==> src/rtl/sram_write_arbiter.sv <==
// Round-robin arbiter for the single write port of a block SRAM.
// After reset or clear_start it writes CLEAR_VALUE to every address before any client is granted.
module sram_write_arbiter #(
    parameter int                    NUM_REQUESTERS = 4,
    parameter int                    DATA_WIDTH     = 32,
    parameter int                    SIZE           = 1024,
    parameter int                    ADDR_WIDTH     = $clog2(SIZE),
    parameter logic [DATA_WIDTH-1:0] CLEAR_VALUE    = '0
) (
    input  logic                                 clk,
    input  logic                                 reset_n,
    input  logic                                 clear_start,
    input  logic [NUM_REQUESTERS-1:0]            wr_request,
    input  logic [NUM_REQUESTERS*ADDR_WIDTH-1:0] wr_addr,
    input  logic [NUM_REQUESTERS*DATA_WIDTH-1:0] wr_data,
    output logic [NUM_REQUESTERS-1:0]            wr_grant,
    output logic                                 init_done,
    output logic                                 sram_write_en,
    output logic [ADDR_WIDTH-1:0]                sram_write_addr,
    output logic [DATA_WIDTH-1:0]                sram_write_data
);
    localparam int PTR_W = $clog2(NUM_REQUESTERS);
    localparam logic [ADDR_WIDTH-1:0] LAST_ADDR = ADDR_WIDTH'(SIZE - 1);
    localparam logic [PTR_W-1:0]      LAST_REQ  = PTR_W'(NUM_REQUESTERS - 1);

    typedef enum logic {CLEAR, RUN} state_t;

    state_t                                       state, state_nxt;
    logic [ADDR_WIDTH-1:0]                        clear_addr;
    logic [PTR_W-1:0]                             rr_ptr;
    logic [PTR_W-1:0]                             grant_idx;
    logic [PTR_W-1:0]                             cand;
    logic                                         grant_any;
    logic [NUM_REQUESTERS-1:0][ADDR_WIDTH-1:0]    req_addr;
    logic [NUM_REQUESTERS-1:0][DATA_WIDTH-1:0]    req_data;

    assign req_addr = wr_addr;
    assign req_data = wr_data;

    // Scan from rr_ptr upward with wrap; the first requester found wins.
    always_comb begin
        wr_grant  = '0;
        grant_any = 1'b0;
        grant_idx = '0;
        cand      = '0;
        if (state == RUN && !clear_start) begin
            for (int k = 0; k < NUM_REQUESTERS; k++) begin
                cand = PTR_W'((int'(rr_ptr) + k) % NUM_REQUESTERS);
                if (!grant_any && wr_request[cand]) begin
                    grant_any = 1'b1;
                    grant_idx = cand;
                end
            end
        end
        if (grant_any) wr_grant[grant_idx] = 1'b1;
    end

    always_comb begin
        state_nxt = state;
        case (state)
            CLEAR:   if (clear_addr == LAST_ADDR) state_nxt = RUN;
            RUN:     if (clear_start) state_nxt = CLEAR;
            default: state_nxt = CLEAR;
        endcase
    end

    always_ff @(posedge clk) begin
        if (!reset_n) state <= CLEAR;
        else          state <= state_nxt;
    end

    always_ff @(posedge clk) begin
        if (!reset_n) begin
            clear_addr      <= '0;
            rr_ptr          <= '0;
            init_done       <= 1'b0;
            sram_write_en   <= 1'b0;
            sram_write_addr <= '0;
            sram_write_data <= '0;
        end else if (state == CLEAR) begin
            sram_write_en   <= 1'b1;
            sram_write_addr <= clear_addr;
            sram_write_data <= CLEAR_VALUE;
            clear_addr      <= clear_addr + 1'b1;
            if (clear_addr == LAST_ADDR) init_done <= 1'b1;
        end else if (clear_start) begin
            clear_addr    <= '0;
            init_done     <= 1'b0;
            sram_write_en <= 1'b0;
        end else if (grant_any) begin
            sram_write_en   <= 1'b1;
            sram_write_addr <= req_addr[grant_idx];
            sram_write_data <= req_data[grant_idx];
            rr_ptr          <= (grant_idx == LAST_REQ) ? '0 : grant_idx + 1'b1;
        end else begin
            // Idle RUN cycle: address and data hold their last values.
            sram_write_en <= 1'b0;
        end
    end
endmodule

==> config.mk <==
export PLATFORM = sky130hd
export DESIGN_NAME = sram_write_arbiter
export DESIGN_NICKNAME = d
export VERILOG_FILES = /design/src/rtl/sram_write_arbiter.sv
export SDC_FILE = /design/constraint.sdc
export NUM_CORES = 1
export LEC_CHECK = 0
export CORE_MARGIN = 3
export CORE_UTILIZATION = 39
export CTS_CLUSTER_DIAMETER = 80
export CTS_CLUSTER_SIZE = 40
export DETAILED_ROUTE_END_ITERATION = 8
export PLACE_DENSITY = 0.89
export SLEW_MARGIN = 40
export SYNTH_ARGS = -nofsm -noshare
export SYNTH_HDL_FRONTEND = slang
export SYNTH_SLANG_ARGS = --single-unit
==> constraint.sdc <==
create_clock -name clk -period 3.55 [get_ports clk]
set_clock_uncertainty 0.2 [all_clocks]
set_input_delay 0.71 -clock clk [delete_from_list [all_inputs] [get_ports clk]]
set_output_delay 0.71 -clock clk [all_outputs]
set_load 0.05 [all_outputs]
== Word level (Yosys, flattened, before mapping) ==
Cells that the tools add are included.

* Shift operators: 0
* $lt $le $gt $ge: 6
* Div/mod/pow operators: 0
* $add $sub $neg: 5
* Mux-type cells: 43
* Bitwise gates (word level): 2
* Multipliers: 0
* Reductions and logical operators: 15
* Equality and inequality tests: 5

{| class="wikitable"
|+ Operator list
! operator !! count
|-
| $bmux W32 S2 || 1
|-
| $mux W10 || 6
|-
| $mux W32 || 1
|-
| $mux W1 || 21
|-
| $bmux W10 S2 || 1
|-
| $lt A2 B3 Y1 const B || 5
|-
| $mux W2 || 6
|-
| $add A10 B1 Y10 const B || 1
|-
| $eq A10 B10 Y1 const B || 1
|-
| $bmux W1 S2 || 4
|-
| $reduce_and A2 Y1 || 4
|-
| $logic_and A1 B1 Y1 || 5
|-
| $add A2 B1 Y2 const B || 2
|-
| $add A2 B2 Y2 const B || 2
|-
| $logic_not A1 Y1 || 4
|-
| $mux W4 || 1
|-
| $ne A2 B2 Y1 const B || 2
|-
| $reduce_and A3 Y1 || 1
|-
| $demux W1 S2 || 1
|-
| $eq A2 B2 Y1 const B || 1
|-
| $ge A2 B1 Y1 const B || 1
|-
| $ne A2 B1 Y1 const B || 1
|-
| $not A1 Y1 || 2
|-
| $pmux W1 S2 || 1
|-
| $reduce_bool A2 Y1 || 1
|}

* Memories kept: 0
* Register bits after elaboration: 57
* Latch bits: 0
* Bits in read-only memories: 0
* Memory bits (writable): 0

== Depth between registers and ports, before layout ==
* Depth in word-level cells: 21
* Mapped depth: 10
* Mapped depth without buffers: 6

== Worst setup path after synthesis ==
OpenSTA, ideal clock, no wires.

* Kind: input-to-output
* Start point: input wr_request[3]
* End point: output wr_grant[2]
* Arrival: 2.575 ns
* Cell stages on the path: 10
* Data required time: 2.640 ns
* Path slack: 0.065 ns
* Cell sequence: buf_2 -> nor4_1 -> nand2b_1 -> buf_4 -> nor3_4 -> inv_4 -> buf_6 -> buf_6 -> ha_1 -> and2_1

* Cells in the longest elaborated chain, start to end: 21
* Elaborated cells between the ends (all ways): 33
* Those cells by class: order compare: 2; mux: 24; reduce/logical: 7

{| class="wikitable"
|+ Ends and longest elaborated chain
! element !! line !! source
|-
| start, declared || 13 || <nowiki>input logic [NUM_REQUESTERS-1:0] wr_request,</nowiki>
|-
| $bmux W1 S2 || 49 || <nowiki>if (!grant_any && wr_request[cand]) begin</nowiki>
|-
| $mux W1 (not written as such) || 49 ||
|-
| $mux W1 || 49 ||
|-
| $mux W1 || 46 || <nowiki>if (state == RUN && !clear_start) begin</nowiki>
|-
| $logic_not A1 Y1 || 49 ||
|-
| $logic_and A1 B1 Y1 || 49 ||
|-
| $mux W1 || 49 ||
|-
| $mux W1 || 46 ||
|-
| [... 5 more ...] || - ||
|-
| $logic_and A1 B1 Y1 || 49 ||
|-
| $mux W2 || 49 ||
|-
| $mux W2 || 46 ||
|-
| $lt A2 B3 Y1 (not written as such) / $ge A2 B1 Y1 (equally long branches) || 55 || <nowiki>if (grant_any) wr_grant[grant_idx] = 1'b1;</nowiki>
|-
| $logic_and A1 B1 Y1 (not written as such) || 55 ||
|-
| $mux W1 (not written as such) || 55 ||
|-
| $demux W1 S2 || 55 ||
|-
| $mux W4 (*) || 55 ||
|-
| end, declared || 16 || <nowiki>output logic [NUM_REQUESTERS-1:0] wr_grant,</nowiki>
|}

Every way passes the cells marked *; elsewhere a longest branch is shown, timed or not. The select of a mux whose other input is x is not followed.

== Final worst setup path ==
* Start point: input wr_request[1]
* End point: output wr_grant[0]

Same word-level chain as after synthesis.

==> metrics <==
status complete, no violations; # port buffers around 220; Gate power share between 20% and 30%; crit path max-delay cell type clkdlybuf4s50_1; number of synthesized flops with an enable pin 0; yosys warns 0; Rel. slew slack a little over half; Synth Flop Type dfxtp_1; average size of a mapped cell 8.89 sq um; nets@finish 819; mapped cell area 3800 sq um; max-capacitance violation count 0; first-pass GRT wire length approximately 24000 microns; PwrDens roughly 250 nW/um^2; Critical Path Sink Type output pin; Ports between 200 and 250; Initial Util 40.5%; post-synthesis register bit count 57; layout cells sized above 1 13.8%; core area 9370 sq um; worst vdd ir 0.174 mV; Max Transition Viols Final 0; synth unique cells 52; Clock transition at path regs 0.06 ns; data required time of the worst path 2.64 ns; full die area 11000 sq um; Worst EP arrival 2.57 ns; CTS tree built; Internal 1270 uW; post-layout util 68.8%; Sw Share 22.5%; Cell Area, Placed roughly 6200 sq um; Antenna Violating Nets Remaining 0; final instance area 6450 sq um; antenna cell count 0; gr usage total 27.8%; row cnt 35; Clk network pwr share between 40% and 50%; DRT iter0 DRCs between 200 and 300; largest net degree at the start of global routing 37; CTS Buf Count 9; Net Sw Power 367 uW; total grt overflow 0; Die X between 100 and 150 microns; critical path type input port to output pin; # setup viols final 0; synth top area cells dfxtp_1, mux2_4, a221o_1; crit path time final 3.48 ns; Vias 4587; Residual DRC 0; antenna violations before repair 0; area grow syn2layout 69.8%; sequential fraction of the synthesis area 30.0%; cells along the critical path clkdlybuf4s50_1, or3b_4, o21ai_4, nor3_4, buf_4, inv_4, ha_1, and2_1, buf_12; max incr delay on CP 0.52 ns; largest area contributor in the netlist dfxtp_1; Yosys top cell area share 30.0%; Hold Crit Class flip-flop to flip-flop; clk sinks 57; Mapped Nets 607; post-DR wirelength/cell around 20 microns; CTS root buffer clkbuf_8; reg-to-reg setup timing slack 0.97 ns; critical path launch point type input port; Placed Cells 756; fin crit share between 90 and 100%; Max Buffers Root-to-Sink 2; Via-to-Cell Ratio ~5.9; Slew @ Worst Pin 0.686 ns; final non-filler cell total 772; final hold viol count 0; Post-Place Worst Slack 0.0239 ns; Placer Congestion slightly below 0.9; Worst-Skew Late Latency about 0.33 ns; total wire length 15800 microns; Final WS setup around 0.074 ns; drt pass-1 iters 4; Max Fclk 288 MHz; H-tree levels 3; Max FO, Critical Path 6; Pleak 0.00247 uW; Die Span Y between 100 and 150 microns; Post-synth ARST share 0%; Flop pwr share 39.8%; via count of the first global-routing pass 4905; DP HPWL 11700 microns; Post-Syn Instances 427
-- final timing paths --
path              depth (start not counted)                        startpoint                          endpoint
hold / removal                            1  sram_write_data[19]$_SDFFE_PN0P_  sram_write_data[19]$_SDFFE_PN0P_
setup / recovery                          9                     wr_request[1]                       wr_grant[0]
setup reg to reg                          8            rr_ptr[1]$_SDFFE_PN0P_   sram_write_data[2]$_SDFFE_PN0P_
hold reg to reg                           1  sram_write_data[19]$_SDFFE_PN0P_  sram_write_data[19]$_SDFFE_PN0P_
-- layout make-up --
cell class	count	area (sq um)
tap	129	161
clock inverter	2	35.0
timing repair buffer	247	2440
multi-input combinational	311	2440
sequential	57	1140
clock buffer	13	179
inverter	13	51.3
fill	759	2920
-- worst max-delay path: cells and delay by family --
kind / cells / cell delay (ns)
AND/OR/NAND/NOR: 3 / 0.70
adder cells (fa/ha/maj): 1 / 0.14
AO/OA/AOI/OAI: 1 / 0.10
buffers and inverters: 4 / 0.91
-- repair_timing --
action	CTS	global route
setup buffers	0	1
resized for setup	0	5
endpoints found under the setup margin	0	2
hold buffers	0	0
-- routing by layer --
metal	track usage (%)	part of all wire, %
met2	49.0	52
met1	31.3	37
met5	0	0
met4	14.3	3.7
met3	6.42	7.2
-- power groups by stage --
| stage | sequential (uW) | clock [uW] | combinational (uW) |
|---|---|---|---|
| floorplan | 670 | 0 | 84.7 |
| global placement | 663 | 0 | 312 |
| detailed placement | 664 | 0 | 321 |
| CTS | 649 | 667 | 324 |
| global route | 649 | 697 | 345 |
| finish | 649 | 656 | 326 |
-- Yosys cell counts (10+ instances only) --
cell,number
nand3_1,10
a21oi_1,40
mux2_4,29
clkbuf_1,33
nand2_1,23
inv_1,11
o31ai_1,32
a221o_1,32
nand4_1,33
nor2_1,15
dfxtp_1,57
-- registers in the layout, indices dropped and copies added (netlist names) --
signal / flops
sram_write_en: 1
sram_write_addr: 10
state: 1
rr_ptr: 2
clear_addr: 10
init_done: 1
sram_write_data: 32
-- logic make-up after synthesis --
| group | count (synthesis) | share of synthesized area [%] |
|---|---|---|
| compound gates | 160 | 31.0 |
| flops | 57 | 30.0 |
| simple gates | 102 | 14.3 |
| fa+ha+maj | 5 | 1.65 |
| buf+inv | 59 | 7.05 |
| mux | 44 | 15.9 |
-- stage by stage --
step                power (uW)  setup TNS [ns]  hold WS, ns
global route              1690        -0.00737        0.309
detailed placement         985               0        0.274
finish                    1630               0        0.286
CTS                       1640               0        0.293
global placement           975               0        0.267
floorplan                  755               0        0.278
-- cells in the final DEF (no fill, tap or decap), drive strengths merged, types with 10 or more instances in the layout --
cell type	synthesis	routed
a21oi	40	40
a221o	32	32
buf	13	29
clkbuf	33	13
clkdlybuf4s50	0	216
dfxtp	57	57
inv	13	13
mux2	34	34
mux2i	10	10
nand2	23	23
nand3	10	10
nand4	33	33
nor2	15	15
o31ai	32	32
No activity file was read; power rests on OpenSTA's default activity.
